### config.mk
export PLATFORM = sky130hd
export DESIGN_NAME = hazard_ctrl
export DESIGN_NICKNAME = d
export VERILOG_FILES = /design/src/rtl/hazard_ctrl_pkg.sv /design/src/rtl/hazard_ctrl_hz_decode.sv /design/src/rtl/hazard_ctrl.sv
export SDC_FILE = /design/constraint.sdc
export NUM_CORES = 1
export LEC_CHECK = 0
export BUFFER_PORTS_ARGS = -buffer_cell sky130_fd_sc_hd__buf_2
export CAP_MARGIN = 10
export CORE_UTILIZATION = 30
export DETAILED_ROUTE_END_ITERATION = 10
export PLACE_DENSITY = 0.58
export SLEW_MARGIN = 10
export SYNTH_ARGS = -nofsm -noshare
export SYNTH_HDL_FRONTEND = slang
export SYNTH_HIERARCHICAL = 1
export SYNTH_SLANG_ARGS = --single-unit
### constraint.sdc
create_clock -name clk -period 3.2 [get_ports clk]
set_input_delay 0.64 -clock clk [delete_from_list [all_inputs] [get_ports clk]]
set_output_delay 0.64 -clock clk [all_outputs]
set_load 0.02 [all_outputs]
### src/rtl/hazard_ctrl_pkg.sv
// Shared types and constants for the in-order pipeline hazard controller:
// opcode map, control FSM states and the scoreboard tracker entry.
package hazard_ctrl_pkg;

    localparam logic [5:0] OP_ADD  = 6'h00;
    localparam logic [5:0] OP_ADDI = 6'h01;
    localparam logic [5:0] OP_SUB  = 6'h02;
    localparam logic [5:0] OP_SUBI = 6'h03;
    localparam logic [5:0] OP_AND  = 6'h04;
    localparam logic [5:0] OP_ANDI = 6'h05;
    localparam logic [5:0] OP_OR   = 6'h06;
    localparam logic [5:0] OP_ORI  = 6'h07;
    localparam logic [5:0] OP_XOR  = 6'h08;
    localparam logic [5:0] OP_XORI = 6'h09;
    localparam logic [5:0] OP_SLT  = 6'h0A;
    localparam logic [5:0] OP_SLTI = 6'h0B;
    localparam logic [5:0] OP_LDW  = 6'h0C;
    localparam logic [5:0] OP_STW  = 6'h0D;
    localparam logic [5:0] OP_BZ   = 6'h0E;
    localparam logic [5:0] OP_BEQ  = 6'h0F;
    localparam logic [5:0] OP_JR   = 6'h10;
    localparam logic [5:0] OP_HALT = 6'h11;

    // Tracker depth: one entry each for EX, MEM and WB.
    localparam int NUM_TRK = 3;

    typedef enum logic [1:0] {
        ST_RUN    = 2'd0,
        ST_DRAIN  = 2'd1,
        ST_HALTED = 2'd2
    } state_t;

    typedef struct packed {
        logic       v;
        logic [4:0] dst;
    } trk_entry_t;

    function automatic logic is_rtype(input logic [5:0] op);
        return (op <= OP_SLT) && !op[0];
    endfunction

endpackage

### src/rtl/hazard_ctrl_hz_decode.sv
// Combinational register-usage decode: which sources an instruction reads
// and which destination it writes (r0 reported as neither).
module hz_decode
    import hazard_ctrl_pkg::*;
(
    input  logic [31:0] inst_i,
    output logic        src1_v_o,
    output logic [4:0]  src1_o,
    output logic        src2_v_o,
    output logic [4:0]  src2_o,
    output logic        dst_v_o,
    output logic [4:0]  dst_o,
    output logic        is_halt_o
);

    logic [5:0] op;
    logic [4:0] rs;
    logic [4:0] rt;
    logic [4:0] rd;
    logic       use_rs;
    logic       use_rt;
    logic       wr_rd;
    logic       wr_rt;
    logic       unused_imm;

    assign op         = inst_i[31:26];
    assign rs         = inst_i[25:21];
    assign rt         = inst_i[20:16];
    assign rd         = inst_i[15:11];
    assign unused_imm = ^inst_i[10:0];

    always_comb begin
        use_rs = 1'b0;
        use_rt = 1'b0;
        wr_rd  = 1'b0;
        wr_rt  = 1'b0;
        if (is_rtype(op)) begin
            use_rs = 1'b1;
            use_rt = 1'b1;
            wr_rd  = 1'b1;
        end else if ((op <= OP_SLTI) || (op == OP_LDW)) begin
            use_rs = 1'b1;
            wr_rt  = 1'b1;
        end else if ((op == OP_STW) || (op == OP_BEQ)) begin
            use_rs = 1'b1;
            use_rt = 1'b1;
        end else if ((op == OP_BZ) || (op == OP_JR)) begin
            use_rs = 1'b1;
        end
    end

    // r0 is hardwired, so it never creates or resolves a dependency.
    assign src1_o    = rs;
    assign src1_v_o  = use_rs && (rs != 5'd0);
    assign src2_o    = rt;
    assign src2_v_o  = use_rt && (rt != 5'd0);
    assign dst_o     = wr_rd ? rd : rt;
    assign dst_v_o   = (wr_rd || wr_rt) && (dst_o != 5'd0);
    assign is_halt_o = (op == OP_HALT);

endmodule

### src/rtl/hazard_ctrl.sv
// Interlock controller for a 5-stage pipeline without forwarding: stalls ID
// on RAW hazards, flushes on taken branches and drains the pipe on HALT.
module hazard_ctrl
    import hazard_ctrl_pkg::*;
#(
    parameter int CNT_W = 16
)
(
    input  logic             clk,
    input  logic             reset,
    input  logic             id_valid,
    input  logic [31:0]      id_inst,
    input  logic             br_taken,
    output logic             stall,
    output logic             bubble,
    output logic             flush,
    output logic             halted,
    output logic [CNT_W-1:0] stall_cnt
);

    logic       src1_v;
    logic [4:0] src1;
    logic       src2_v;
    logic [4:0] src2;
    logic       dst_v;
    logic [4:0] dst;
    logic       is_halt;

    trk_entry_t [NUM_TRK-1:0] trk_q;
    trk_entry_t [NUM_TRK-1:0] trk_d;
    trk_entry_t               ex_next;
    logic [NUM_TRK-1:0]       hit;
    logic [NUM_TRK-1:0]       live;
    state_t                   state_q;
    logic                     halted_q;
    logic [CNT_W-1:0]         cnt_q;
    logic [CNT_W-1:0]         cnt_d;
    logic                     hazard;
    logic                     run;
    logic                     issue;

    hz_decode u_id_decode (
        .inst_i    (id_inst),
        .src1_v_o  (src1_v),
        .src1_o    (src1),
        .src2_v_o  (src2_v),
        .src2_o    (src2),
        .dst_v_o   (dst_v),
        .dst_o     (dst),
        .is_halt_o (is_halt)
    );

    genvar gi;
    generate
        for (gi = 0; gi < NUM_TRK; gi++) begin : g_cmp
            assign live[gi] = trk_q[gi].v;
            assign hit[gi]  = trk_q[gi].v &&
                              ((src1_v && (src1 == trk_q[gi].dst)) ||
                               (src2_v && (src2 == trk_q[gi].dst)));
        end
    endgenerate

    assign hazard = |hit;
    assign run    = (state_q == ST_RUN);

    // Outputs are masked while reset is asserted so that a stale DRAIN/HALTED
    // state or pending hazard has no effect in the reset cycle itself.
    always_comb begin
        flush  = br_taken;
        stall  = reset && ((hazard && id_valid && !br_taken) || !run);
        bubble = !reset || stall || br_taken || !id_valid;
        issue  = reset && id_valid && !hazard && !br_taken && run;
    end

    always_comb begin
        ex_next.v   = issue && dst_v;
        ex_next.dst = (issue && dst_v) ? dst : 5'd0;
        trk_d       = {trk_q[NUM_TRK-2:0], ex_next};
        cnt_d       = (stall && (cnt_q != {CNT_W{1'b1}})) ? cnt_q + CNT_W'(1) : cnt_q;
    end

    always_ff @(posedge clk) begin
        if (!reset) begin
            trk_q <= '0;
            cnt_q <= '0;
        end else begin
            trk_q <= trk_d;
            cnt_q <= cnt_d;
        end
    end

    always_ff @(posedge clk) begin
        if (!reset) begin
            state_q  <= ST_RUN;
            halted_q <= 1'b0;
        end else begin
            case (state_q)
                ST_RUN: begin
                    if (issue && is_halt) begin
                        state_q <= ST_DRAIN;
                    end
                end
                ST_DRAIN: begin
                    if (live == '0) begin
                        state_q  <= ST_HALTED;
                        halted_q <= 1'b1;
                    end
                end
                ST_HALTED: begin
                    state_q  <= ST_HALTED;
                    halted_q <= 1'b1;
                end
                default: begin
                    state_q  <= ST_RUN;
                    halted_q <= 1'b0;
                end
            endcase
        end
    end

    assign halted    = halted_q;
    assign stall_cnt = cnt_q;

endmodule

# Word level (Yosys, flattened, before mapping)
# Index checks and enable logic that the tools add are counted.
[word_totals] reg_bits=37 inputBits=36 out_inout_bits=20 elab_cells=95
[op_classes] addsub=1 magnitude_cmp=2 n_eq_ne=17 mux=16 bitwise_logic=1 reduce_logical=49
[ops] cell="equality test 5 bit" n=6
[ops] cell="equality test 6 x 4 -> 1 bit (second input constant)" n=4
[ops] cell="logical AND 1 bit" n=23
[ops] cell="adder 16 x 1 -> 16 bit (second input constant)" n=1
[ops] cell="!= test 16 bit (second input constant)" n=1
[ops] cell="nonzero test 5 bit" n=3
[ops] cell="equality test 6 x 5 -> 1 bit (second input constant)" n=2
[ops] cell="less-or-equal comparator 6 x 4 -> 1 bit (second input constant)" n=2
[ops] cell="logical OR 1 bit" n=11
[ops] cell="two-way mux 1 bit" n=11
[ops] cell="zero test 1 bit" n=6
[ops] cell="case mux 2 bit (3 select lines)" n=1
[ops] cell="AND reduction 2 bit" n=3
[ops] cell="two-way mux 5 bit" n=1
[ops] cell="two-way mux 2 bit" n=2
[ops] cell="zero test 3 bit" n=1
[ops] cell="case mux 1 bit (3 select lines)" n=1
[ops] cell="OR reduction 3 bit" n=1
[ops] cell="equality test 2 x 1 -> 1 bit (second input constant)" n=1
[ops] cell="equality test 2 bit (second input constant)" n=1
[ops] cell="zero test 2 bit" n=1
[ops] cell="!= test 2 x 1 -> 1 bit (second input constant)" n=1
[ops] cell="!= test 2 bit (second input constant)" n=1
[ops] cell="inverter 1 bit" n=1

# Longest topological paths before layout
[logic_depth] word_depth=18 depth_mapped=10 ltp_nobuf=8

# Hierarchy
# Netlist, hierarchy kept.
[by_module_without_submodules] module="hazard_ctrl" n_inst=1 cells_per_inst=208 area_per_inst_um2=1894.3 seq_area_each_um2=740.7
[by_module_without_submodules] module="hz_decode" n_inst=1 cells_per_inst=35 area_per_inst_um2=266.5 seq_area_each_um2=0.0

# Least setup slack after synthesis
# Ideal clock, no wire load.
[synth_path] kind="in2out" from="input id_inst[26]" to="output stall" arrival_time_ps=2222 path_slack_ps=338 path_stages=9 n_path_buf=2 cell_sequence="nor2_1 -> nand2_1 -> a221oi_1 -> nand3_1 -> o22a_1 -> and4_4 -> buf_6 -> buf_2 -> nor2_1"
[synth_between] elab_chain_len=15
[synth_lines] element="from (decl)" line_no="hazard_ctrl.sv:12" rtl="input logic [31:0] id_inst,"
[synth_lines] element="parallel branches: the longest is 5 deep, another holds less-or-equal comparator 6 x 4 -> 1 bit"
[synth_lines] element="two-way mux 1 bit (*)" line_no="hazard_ctrl_hz_decode.sv:37" rtl="if (is_rtype(op)) begin"
[synth_lines] element="logical AND 1 bit (*)" line_no="hazard_ctrl_hz_decode.sv:54" rtl="assign src1_v_o = use_rs && (rs != 5'd0);"
[synth_lines] element="named net src1_v" line_no="hazard_ctrl.sv:21" rtl="logic src1_v;"
[synth_lines] element="logical AND 1 bit" line_no="hazard_ctrl.sv:58" rtl="((src1_v && (src1 == trk_q[gi].dst)) ||"
[synth_lines] element="logical OR 1 bit" line_no="hazard_ctrl.sv:58"
[synth_lines] element="logical AND 1 bit" line_no="hazard_ctrl.sv:57" rtl="assign hit[gi] = trk_q[gi].v &&"
[synth_lines] element="OR reduction 3 bit (*)" line_no="hazard_ctrl.sv:63" rtl="assign hazard = |hit;"
[synth_lines] element="logical AND 1 bit (*) (2 in a row)" line_no="hazard_ctrl.sv:70" rtl="stall = reset && ((hazard && id_valid && !br_taken) || !run);"
[synth_lines] element="logical OR 1 bit (*)" line_no="hazard_ctrl.sv:70"
[synth_lines] element="logical AND 1 bit (*)" line_no="hazard_ctrl.sv:70"
[synth_lines] element="to (decl)" line_no="hazard_ctrl.sv:14" rtl="output logic stall,"
# Mark *: on every way through the listed nets, which the timed path passes.

# Worst setup path in the final report
[layout_path] from="input id_inst[19]" to="output bubble"
[layout_between] elab_chain_len=13
[layout_lines] element="nonzero test 5 bit (*)" line_no="hazard_ctrl_hz_decode.sv:56" rtl="assign src2_v_o = use_rt && (rt != 5'd0);"
[layout_lines] element="logical AND 1 bit (*)" line_no="hazard_ctrl_hz_decode.sv:56"
[layout_lines] element="named net src2_v" line_no="hazard_ctrl.sv:23" rtl="logic src2_v;"
[layout_lines] element="logical AND 1 bit" line_no="hazard_ctrl.sv:59" rtl="(src2_v && (src2 == trk_q[gi].dst)));"
[layout_lines] element="logical OR 1 bit" line_no="hazard_ctrl.sv:58"
[layout_lines] element="logical AND 1 bit" line_no="hazard_ctrl.sv:57"
[layout_lines] element="OR reduction 3 bit (*)" line_no="hazard_ctrl.sv:63"
[layout_lines] element="logical AND 1 bit (*) (2 in a row)" line_no="hazard_ctrl.sv:70"
[layout_lines] element="logical OR 1 bit (*)" line_no="hazard_ctrl.sv:70"
[layout_lines] element="logical AND 1 bit (*)" line_no="hazard_ctrl.sv:70"
[layout_lines] element="logical OR 1 bit (*) (3 in a row)" line_no="hazard_ctrl.sv:71" rtl="bubble = !reset || stall || br_taken || !id_valid;"
[layout_lines] element="to (decl)" line_no="hazard_ctrl.sv:15" rtl="output logic bubble,"
# The timed path passes the listed nets; every way through them passes the cells marked *.

==> results.md <==
* Critical Path End Type: primary output
* Crit path kind: primary input to primary output
* Ys Warns at 6
* Ant diodes at 0
* Skew final at 0.00595 ns
* Core ar. at 0.00687 mm2
* Port bufs at 44
* Number of global-route vias before repair at 1693
* Vias per cell at 4.85
* Sum Neg Setup Slack at 0 ns
* CP Data Required Time at 2.56 ns
* Post-synth EDFFs at 0
* Min Hold Slack at 0.463 ns
* Synth cell count leaders: 37 x dfxtp_1, 31 x xnor2_1, 20 x nand2_1, 18 x and2_1, 13 x nand3_1
* Final worst slack at 0.147 ns
* Routed Antenna Nets at 0
* Post-Place Worst Slack at 0.110 ns
* Width of the die at 86.9 um
* Register area share after synthesis at 34.3%
* Synth area leaders: dfxtp_1 34%, xnor2_1 13%, and2_1 5.2%, buf_4 3.8%, mux2i_1 3.7%
* Maxcap violations at 0
* Worst Path Max Fanout at 17
* FF+latch count, synth at 37
* Cell with the most instances after synthesis: dfxtp_1
* CTS Sinks at 37
* Post-synth ARST share at 0%
* DRT iter0 DRCs at 78
* Final period util at 95.4%
* Synth area leader: dfxtp_1
* Boundary pin count at 56
* Pre-Repair DR Iteration Count at 4
* Reg2Reg Launch Point: stall_cnt[0]$_SDFFE_PN0P_
* Critical Path AT at 2.41 ns
* Least-Margin Pin Slew at 0.619 ns
* Clk Latency, worst-skew pair at 0.29 ns
* Yosys cell types at 42
* HP Start: state_q[1]$_SDFFE_PN0P_
* Leak at 0.897 nW
* First-pass GRT wire length at 7.98 mm
* Clock Tree Buf Depth at 2
* Final WL at 4.83 mm
* Minimum clock period at 3.05 ns
* Fin. max-slew vios at 0
* Die height at 86.9 um
* GRT Residual Overflow at 0
* CP Launch Point: id_inst[19]
* Clk slew on worst S/H paths at 0.07 ns
* Die area at 0.00755 mm2
* Rows at 30
* Starting density of the core at 31.5%
* Largest net degree at the start of global routing at 19
* Maximum vdd ir drop at 0.140 mV
* Global Route Usage Sum at 13.5%
* Syn_nets at 283
* Netlist Area Pre-Place at 0.00216 mm2
* Hold WC Path Type: flop to flop
* # setup viols final at 0
* Post-Synthesis Cells at 243
* Initial antenna violation count at 0
* Fin. Hold Viols at 0
* Hpwl dp at 3.73 mm
* Area grow syn2layout at 16.2%
* Synthesized area per cell at 8.89 um2
* Slew headroom at 58.4%
* GPL Wtd Cong at 0.819
* PD cells at 374 mW/mm2
* H-tree Lvls at 2
* Synth top area share at 34.3%
* Synth Flop Type: dfxtp_1
* Via count at 1837
* Final Util at 36.5%
* Status: finished, final reports clean
* CTS root buffer: clkbuf_8
* Share of layout cells above drive strength 1 at 23.0%
* Num CTS Buffers at 5
* RSZ-0062 raised after global routing: false
* Cts hold-fix bufs at 0
* WL/cell at 12.7 um
* CP startpoint kind: primary input
* Post-route DRC at 0
* CTS tree: done
* Total Nets Final at 322
* Peak Freq at 0.328 GHz
-- worst paths after layout --
path | to | slack [ns] | depth (start not counted)
setup / recovery | bubble | 0.15 | 10
hold / removal | state_q[1]$_SDFFE_PN0P_ | 0.46 | 2
setup reg to reg | stall_cnt[6]$_SDFFE_PN0P_ | 1.04 | 6
hold reg to reg | state_q[1]$_SDFFE_PN0P_ | 0.46 | 2
-- timing repair --
item,in CTS,in global routing
gates resized for setup,0,1
endpoints found under the setup margin,0,1
endpoints found under the hold margin,0,0
setup buffers,0,0
-- where the power goes --
part	switching [mW]	leakage [nW]	internal (mW)
sequential	0.00438	0.298	0.465
combinational	0.0896	0.559	0.0607
clock	0.164	0.0395	0.155
-- cells in the final DEF, fill, tap and decap left out, types with 7 or more instances in the layout --
cell,n
buf_2,44
dfxtp_1,37
xnor2_1,31
nand2_1,20
and2_1,18
nand3_1,13
nor2_1,11
nand4_1,9
mux2i_1,8
nor3_1,7
-- state kept, by name (all words and copies together) (netlist names) --
name,flops
stall_cnt,16
trk_d,10
live,3
trk_q,5
halted,1
state_q,2
-- critical path, stage by stage --
cell,delay (ns)
buf_2,0.10
or4_4,0.53
nor2_1,0.11
nor4_1,0.06
buf_4,0.14
nand3_1,0.06
o22a_1,0.16
and4_4,0.36
nand2_1,0.08
buf_2,0.16
-- cell families (layout without fill, tap and decap cells) --
kind of cell               after synthesis  after routing  synth area share (%)
DFF                                     37             37                  34.3
muxes                                   13             13                  6.31
AOI/OAI and AO/OA                       35             35                  12.5
buffers and inverters                   24             64                  6.60
and+or+nand+nor                         99             99                  25.4
xor gates and xnor gates                31             31                  12.6
adders and majority gates                4              4                  2.32
-- through the flow --
step                std cells  power, mW  area [um2]
floorplan                 243      0.592        2160
global placement          371      0.630        2430
detailed placement        371      0.630        2430
CTS                       379      0.947        2510
global route              379      0.983        2510
finish                    379      0.939        2510
-- layout make-up --
class / instances / area, um2
tap: 96 / 120
sequential: 37 / 741
multi-input combinational: 182 / 1280
fill: 714 / 4360
timing repair buffer: 50 / 265
inverter: 6 / 22.5
clock buffer: 8 / 80.1
-- metal layers --
metal  up-vias  GRT usage [%]  share of wire, %
li1        940              -                 -
met1       857           17.5                49
met2        31           21.5                45
met3         9           3.13               3.2
met4         0           5.45               2.1
met5         -              0                 0
No activity file was read; power rests on OpenSTA's default activity.
